**config.mk**
```make
export PLATFORM = sky130hd
export DESIGN_NAME = instruction_fetch_flat
export DESIGN_NICKNAME = d
export VERILOG_FILES = /design/src/rtl/instruction_fetch_if.sv /design/src/rtl/instruction_fetch.sv /design/src/flat_wrapper.sv
export SDC_FILE = /design/constraint.sdc
export NUM_CORES = 1
export LEC_CHECK = 0
export CELL_PAD_IN_SITES_DETAIL_PLACEMENT = 2
export CELL_PAD_IN_SITES_GLOBAL_PLACEMENT = 2
export CORE_MARGIN = 5
export CORE_UTILIZATION = 28
export CTS_BUF_LIST = sky130_fd_sc_hd__clkbuf_8
export DETAILED_ROUTE_END_ITERATION = 10
export PLACE_DENSITY_LB_ADDON = 0.1
export SLEW_MARGIN = 20
export SYNTH_ARGS = -nofsm -noshare
export SYNTH_HDL_FRONTEND = slang
export SYNTH_SLANG_ARGS = --single-unit
export TNS_END_PERCENT = 20
```
**constraint.sdc**
```tcl
create_clock -name clk -period 5.1 [get_ports clk]
set_input_delay 0.765 -clock clk [delete_from_list [all_inputs] [get_ports clk]]
set_output_delay 0.765 -clock clk [all_outputs]
set_load 0.01 [all_outputs]
```
**src/rtl/instruction_fetch_if.sv**
```systemverilog
// Fetch-unit bus bundle: instruction-memory read port, decode-side handshake
// and status outputs. The fetch unit connects through the master modport.
interface instruction_fetch_if;
    // instruction memory
    logic        imem_req;
    logic [31:0] imem_addr;
    logic        imem_ack;
    logic [31:0] imem_rdata;

    // decode-side control
    logic        stall;
    logic        redirect;
    logic        redirect_abs;
    logic [31:0] redirect_imm;

    // fetched instruction and status
    logic [31:0] instr;
    logic [31:0] instr_pc;
    logic        instr_valid;
    logic        fetch_err;
    logic [31:0] retired;

    modport master (
        output imem_req,
        output imem_addr,
        input  imem_ack,
        input  imem_rdata,
        input  stall,
        input  redirect,
        input  redirect_abs,
        input  redirect_imm,
        output instr,
        output instr_pc,
        output instr_valid,
        output fetch_err,
        output retired
    );

    modport slave (
        input  imem_req,
        input  imem_addr,
        output imem_ack,
        output imem_rdata,
        output stall,
        output redirect,
        output redirect_abs,
        output redirect_imm,
        input  instr,
        input  instr_pc,
        input  instr_valid,
        input  fetch_err,
        input  retired
    );
endinterface

```
**src/rtl/instruction_fetch.sv**
```systemverilog
// Single-outstanding instruction fetch unit: requests a word, holds it for
// decode until consumed, then steps sequentially or follows a redirect.
module instruction_fetch #(
    parameter logic [31:0] RESET_PC = 32'h0000_0000
) (
    input  logic              clk,
    input  logic              rst,
    instruction_fetch_if.master bus
);

    typedef enum logic [1:0] {
        IDLE  = 2'd0,
        FETCH = 2'd1,
        VALID = 2'd2,
        HALT  = 2'd3
    } state_t;

    state_t      state_reg, state_next;
    logic [31:0] pc_reg, pc_next;
    logic [31:0] instr_reg, instr_next;
    logic [31:0] instr_pc_reg, instr_pc_next;
    logic        fetch_err_reg, fetch_err_next;
    logic [31:0] retired_reg, retired_next;

    logic        consume;
    logic [31:0] seq_pc;
    logic [31:0] rel_pc;
    logic [31:0] abs_pc;
    logic [31:0] target_pc;
    logic        target_misaligned;

    // Redirect inputs only matter in the consume cycle; the target is derived
    // from the presented instruction's own address, not the live pc.
    assign consume           = (state_reg == VALID) && !bus.stall;
    assign seq_pc            = instr_pc_reg + 32'd4;
    assign rel_pc            = seq_pc + bus.redirect_imm;
    assign abs_pc            = {bus.redirect_imm[31:1], 1'b0};
    assign target_pc         = !bus.redirect    ? seq_pc :
                               bus.redirect_abs ? abs_pc : rel_pc;
    assign target_misaligned = |target_pc[1:0];

    always_ff @(posedge clk) begin
        if (rst) begin
            state_reg     <= IDLE;
            pc_reg        <= RESET_PC;
            instr_reg     <= 32'd0;
            instr_pc_reg  <= 32'd0;
            fetch_err_reg <= 1'b0;
            retired_reg   <= 32'd0;
        end else begin
            state_reg     <= state_next;
            pc_reg        <= pc_next;
            instr_reg     <= instr_next;
            instr_pc_reg  <= instr_pc_next;
            fetch_err_reg <= fetch_err_next;
            retired_reg   <= retired_next;
        end
    end

    always_comb begin
        state_next     = state_reg;
        pc_next        = pc_reg;
        instr_next     = instr_reg;
        instr_pc_next  = instr_pc_reg;
        fetch_err_next = fetch_err_reg;
        retired_next   = retired_reg;

        case (state_reg)
            IDLE: begin
                state_next = FETCH;
            end
            FETCH: begin
                if (bus.imem_ack) begin
                    instr_next    = bus.imem_rdata;
                    instr_pc_next = pc_reg;
                    state_next    = VALID;
                end
            end
            VALID: begin
                if (consume) begin
                    retired_next = retired_reg + 32'd1;
                    pc_next      = target_pc;
                    // A misaligned target is fatal until reset.
                    if (target_misaligned) begin
                        fetch_err_next = 1'b1;
                        state_next     = HALT;
                    end else begin
                        state_next = FETCH;
                    end
                end
            end
            HALT: begin
                state_next = HALT;
            end
            default: begin
                state_next = IDLE;
            end
        endcase
    end

    // Request and valid are pure state decodes so they drop in the same
    // cycle the FSM leaves FETCH or VALID.
    always_comb begin
        bus.imem_req    = 1'b0;
        bus.instr_valid = 1'b0;
        case (state_reg)
            FETCH:   bus.imem_req    = 1'b1;
            VALID:   bus.instr_valid = 1'b1;
            default: begin
                bus.imem_req    = 1'b0;
                bus.instr_valid = 1'b0;
            end
        endcase
    end

    assign bus.imem_addr = pc_reg;
    assign bus.instr     = instr_reg;
    assign bus.instr_pc  = instr_pc_reg;
    assign bus.fetch_err = fetch_err_reg;
    assign bus.retired   = retired_reg;

endmodule

```
**src/flat_wrapper.sv**
```systemverilog
// flat-port wrapper written by rule: the top's interface ports become plain ports
module instruction_fetch_flat 
#(
    parameter logic [31:0] RESET_PC = 32'h0000_0000
)
  (clk, rst, bus_imem_req, bus_imem_addr, bus_imem_ack, bus_imem_rdata, bus_stall, bus_redirect, bus_redirect_abs, bus_redirect_imm, bus_instr, bus_instr_pc, bus_instr_valid, bus_fetch_err, bus_retired);
  instruction_fetch_if bus_i ();
  input  logic clk;
  input  logic rst;
  output wire logic [$bits(bus_i.imem_req)-1:0] bus_imem_req;
  output wire logic [$bits(bus_i.imem_addr)-1:0] bus_imem_addr;
  input wire logic [$bits(bus_i.imem_ack)-1:0] bus_imem_ack;
  input wire logic [$bits(bus_i.imem_rdata)-1:0] bus_imem_rdata;
  input wire logic [$bits(bus_i.stall)-1:0] bus_stall;
  input wire logic [$bits(bus_i.redirect)-1:0] bus_redirect;
  input wire logic [$bits(bus_i.redirect_abs)-1:0] bus_redirect_abs;
  input wire logic [$bits(bus_i.redirect_imm)-1:0] bus_redirect_imm;
  output wire logic [$bits(bus_i.instr)-1:0] bus_instr;
  output wire logic [$bits(bus_i.instr_pc)-1:0] bus_instr_pc;
  output wire logic [$bits(bus_i.instr_valid)-1:0] bus_instr_valid;
  output wire logic [$bits(bus_i.fetch_err)-1:0] bus_fetch_err;
  output wire logic [$bits(bus_i.retired)-1:0] bus_retired;
  assign bus_imem_req = bus_i.imem_req;
  assign bus_imem_addr = bus_i.imem_addr;
  assign bus_i.imem_ack = bus_imem_ack;
  assign bus_i.imem_rdata = bus_imem_rdata;
  assign bus_i.stall = bus_stall;
  assign bus_i.redirect = bus_redirect;
  assign bus_i.redirect_abs = bus_redirect_abs;
  assign bus_i.redirect_imm = bus_redirect_imm;
  assign bus_instr = bus_i.instr;
  assign bus_instr_pc = bus_i.instr_pc;
  assign bus_instr_valid = bus_i.instr_valid;
  assign bus_fetch_err = bus_i.fetch_err;
  assign bus_retired = bus_i.retired;
  instruction_fetch #(.RESET_PC(RESET_PC)) u_core (.clk(clk), .rst(rst), .bus(bus_i));
endmodule
```
Word level (Yosys, flattened, before mapping):

Cells that the tools add are included.
W data, S select, Z words.

* register bits: 131
* input bits: 70
* output and inout bits: 131
* logic and storage cells: 30

* $add $sub $neg: 3
* muxes and demuxes: 8
* reduce and logical (&&, ||, !) cells: 8
* equal/unequal tests: 5

Operators with widths (number)
* $mux W32: 2
* $add A32 B1 Y32 const B: 1
* $add A32 B3 Y32 const B: 1
* $add A32 B32 Y32: 1
* $pmux W2 S4: 1
* $mux W2: 3
* $reduce_and A2 Y1: 3
* $eq A2 B2 Y1 const B: 2
* $reduce_and A3 Y1: 1
* $eq A2 B1 Y1 const B: 1
* $logic_not A2 Y1: 1
* $mux W1: 2
* $ne A2 B1 Y1 const B: 1
* $ne A2 B2 Y1 const B: 1
* $reduce_or A2 Y1: 1
* $logic_and A1 B1 Y1: 1
* $logic_not A1 Y1: 1

Depth between registers and ports, before layout:

* word-level depth: 8
* gate-level depth with buffers: 16
* gate-level depth less buffers: 14

Worst setup path before layout:

OpenSTA, ideal clock, no wires.

* kind: register -> register
* from: register u_core.instr_pc_reg[10], in the netlist u_core.bus.instr_pc[10]
* to: register u_core.pc_reg[31], in the netlist u_core.bus.imem_addr[31]
* buffers on the path: 2
* data required time: 4.984 ns
* data arrival time: 3.548 ns
* stages on the path, launching flop included: 16
* library setup time: 0.116 ns
* path slack: 1.435 ns
* period minus slack after synthesis: 3.665 ns
* cell sequence: dfxtp_1 > nand4_2 > or4_1 > buf_2 > nor4_1 > xor2_1 > ha_1 > clkbuf_1 > a21oi_1 > o21ai_0 > o21a_1 > nand4_1 > a21oi_1 > or4_1 > a21oi_1 > o21ai_1

* word-level cells in the longest chain between the ends: 4

RTL lines
* from (decl): line instruction_fetch.sv:21 `logic [31:0] instr_pc_reg, instr_pc_next;`
* from (signal assigned): line instruction_fetch.sv:54 `instr_pc_reg <= instr_pc_next;`
* $add A32 B3 Y32 (*): line instruction_fetch.sv:35 `assign seq_pc = instr_pc_reg + 32'd4;`
* $add A32 B32 Y32: line instruction_fetch.sv:36 `assign rel_pc = seq_pc + bus.redirect_imm;`
* $mux W32: line instruction_fetch.sv:39 `bus.redirect_abs ? abs_pc : rel_pc;`
* $mux W32 (*): line instruction_fetch.sv:38 `assign target_pc = !bus.redirect ? seq_pc :`
* to (signal assigned): line instruction_fetch.sv:52 `pc_reg <= pc_next;`
* to (decl): line instruction_fetch.sv:19 `logic [31:0] pc_reg, pc_next;`

Mark *: on every way between the ends. The rest lies on a longest branch, timed or not.
A chain may end at the register's enable or synchronous reset.

Worst setup path in the final report:

* from: register u_core.instr_pc_reg[12], in the netlist u_core.bus.instr_pc[12]
* to: register u_core.pc_reg[26], in the netlist u_core.bus.imem_addr[26]

The elaborated chain is that of the path after synthesis.

==> impl_metrics.csv <==
group,metric,value,unit
status,status,"completed",
clock_tree,post_cts.resized_instances,0,
floorplanning,die_w,175,um
routing,drtIter0Drc,266,
synthesis,synth_edf_count,0,
routing,drt_first_pass_iters,4,
routing,routed_wl,32100,um
place,hpwlAfterDp,24700,um
synthesis,ys_ff_latch,131,
timing,rsz0062_at_grt,"false",
clock_tree,root_buffer,"clkbuf_8",
synthesis,ys_seq_area_share,34.4,%
final_layout,drive_gt1_share,4.90,%
routing,m1WireLength,14600,um
final_layout,nets,1282,
place,io_buffers,200,
timing,hold_viol,0,
floorplanning,row_count,60,
routing,vias_per_cell,5.20,
routing,top_layer,"met4",
critical_path,crit_fanout,6,
critical_path,worstSetupEndpointType,"flop",
synthesis,ys_warn_count,0,
grt,antenna_found_initial,0,
final_layout,mostFrequentLayoutCell,"nand2_1",
grt,globalRouteOverflowTotal,0,
final_layout,synthToLayoutAreaGrowth,34.8,%
clock_tree,numCtsBuffers,17,
clock_tree,insertion_delay,0.46,ns
routing,ant_nets,0,
synthesis,yosysTopAreaCellShare,34.4,%
critical_path,r2r.worst_path.cells,12,
timing,timing.fmax,221,MHz
grt,grt_usage,20.7,%
critical_path,critPathRequiredTime,5.42,ns
synthesis,async_flop_share,0,%
clock_tree,postCtsSetupBuffers,0,
synthesis,syn_nets,1107,
hold_path,min_path_type,"flop to flop",
routing,route.met3.wl,1560,um
synthesis,synth_area_leader_cell,"dfxtp_1",
grt,grt_max_degree,73,
routing,wl_met2,15600,um
floorplanning,die_h,175,um
grt,grt_pass1_wl,50000,um
power,vdd_drop_max,0.000133,V
timing,fin_worst_skew,0.0265,ns
critical_path,crit_arrival,4.84,ns
clock_tree,clk_pin_slew,0.10,ns
final_layout,layout_common_cells,"nand2_1 (229), clkdlybuf4s50_1 (199), dfxtp_1 (131), a21oi_1 (122), nor2_1 (65)",
routing,dr_total_vias,7921,
timing,fin_tns_setup,0,ns
routing,drc_errors,0,
timing,period_share,88.6,%
timing,finalSetupViolCount,0,
power,power,2.27,mW
power,p_leak,3.79,nW
floorplanning,core_area,26900,um^2
floorplanning,num_io_pins,201,
synthesis,synth_cell_types,68,
critical_path,crit_type,"flop to flop",
place,routabilityCongestion,0.856,
hold_path,hold_depth,2,
clock_tree,cts.htree.levels,4,
clock_tree,cts_tree,"done",
timing,slew_violations,0,
synthesis,synth_area_leaders,"dfxtp_1 (34%), nand2_1 (11%), a21oi_1 (8.0%)",
critical_path,worst_setup_path_start_kind,"flop",
final_layout,final_util,38.3,%
synthesis,syn_area_per_cell,7.67,um^2
routing,wl_per_cell,21.1,um
clock_tree,postCtsHoldBufs,0,
synthesis,syn_area,7630,um^2
clock_tree,clk_path_buf_depth,2,
timing,fin_crit,4.52,ns
timing,slew_headroom,35.7,%
synthesis,ys.flop_type,"dfxtp_1",
floorplanning,dieArea,30700,um^2
clock_tree,clock-sinks,131,
flow_run,cap_violations,0,
floorplanning,start_util,28.4,%
grt,grt_pass1_vias,8490,
final_layout,antenna_cells,0,
synthesis,synthCells,995,
timing,worst_pin_slew,0.940,ns
power,pwr_density_cell,221,nW/um^2
==> through the flow <==
stage / cell area, um^2 / setup WS [ns] / hold WS [ns] / std cells
floorplan: 7630 / 1.44 / 0.475 / 995
global placement: 9900 / 0.710 / 0.442 / 1492
detailed placement: 9900 / 0.670 / 0.450 / 1492
CTS: 10300 / 0.614 / 0.465 / 1524
global route: 10300 / 0.224 / 0.480 / 1524
finish: 10300 / 0.581 / 0.462 / 1524
==> power by group <==
group	leakage, nW	total [mW]	switching, mW	internal (mW)
logic	2.55	0.319	0.178	0.141
clock network	0.185	0.888	0.490	0.398
registers	1.06	1.06	0.0184	1.04
==> worst max-delay path: stages, from the launching register on <==
cell       delay [ns]
dfxtp_1          0.47
nand4_2          0.19
or4_1            0.64
nor3_1           0.62
and3_1           0.26
xor2_1           0.34
ha_1             0.26
nand4_1          0.12
a2111oi_0        0.76
nor3b_1          0.18
o21ai_0          0.25
mux2i_1          0.22
a211oi_1         0.09
==> per-layer routing <==
layer,global-route usage [%],vias to the layer above
li1,-,3844
met3,4.95,21
met1,26.4,3885
met5,0,-
met2,36.0,171
met4,3.80,0
==> path summary, 6_finish.rpt <==
kind	startpoint	end	slack [ns]
setup / recovery	u_core.bus.instr_pc[12]$_SDFFE_PP0P_	u_core.bus.imem_addr[26]$_SDFFE_PP0P_	0.58
hold / removal	u_core.bus.instr[31]$_SDFFE_PP0P_	u_core.bus.instr[31]$_SDFFE_PP0P_	0.46
setup reg to reg	u_core.bus.instr_pc[12]$_SDFFE_PP0P_	u_core.bus.imem_addr[26]$_SDFFE_PP0P_	0.58
hold reg to reg	u_core.bus.instr[31]$_SDFFE_PP0P_	u_core.bus.instr[31]$_SDFFE_PP0P_	0.46
==> layout make-up <==
class	count	area, um^2
multi-input cells	797	4740
clock buffers	17	234
flip-flops and latches	131	2620
well taps	341	427
clock inverters	15	144
fillers	3100	16600
repair buffers	207	2050
inverters	16	60.1
==> synthesized netlist by cell type (3+ instances only) <==
cell      count
o211a_1       4
o21bai_1      5
and2_1        4
xnor2_1      41
and3_1       13
inv_1        16
a21o_1       14
o211ai_1     27
nor2_1       66
mux2i_1       7
nor3_1        7
nor2b_1       7
o22ai_1       9
a31oi_1       3
a211oi_1     13
dfxtp_1     131
o21a_1        3
o221ai_1      3
nand3_1      29
clkbuf_1     39
ha_1         41
xor2_1       33
buf_1         8
nand2_1     229
a21boi_0      3
o21ai_0      31
a21oi_1     122
o31ai_1       3
or3_1         7
nand4_1      23
and4_1        4
==> kinds of logic (layout without fill, tap and decap cells) <==
logic type,count (synthesis),after routing,share of synthesized area (%)
compound gates,262,262,21.1
xor+xnor,75,75,8.71
fa+ha+maj,42,42,6.99
buf+inv,67,255,3.64
flops,131,131,34.4
mux,7,7,0.918
simple gates,411,411,24.3
Note: power is estimated with default switching activity, not from simulation.
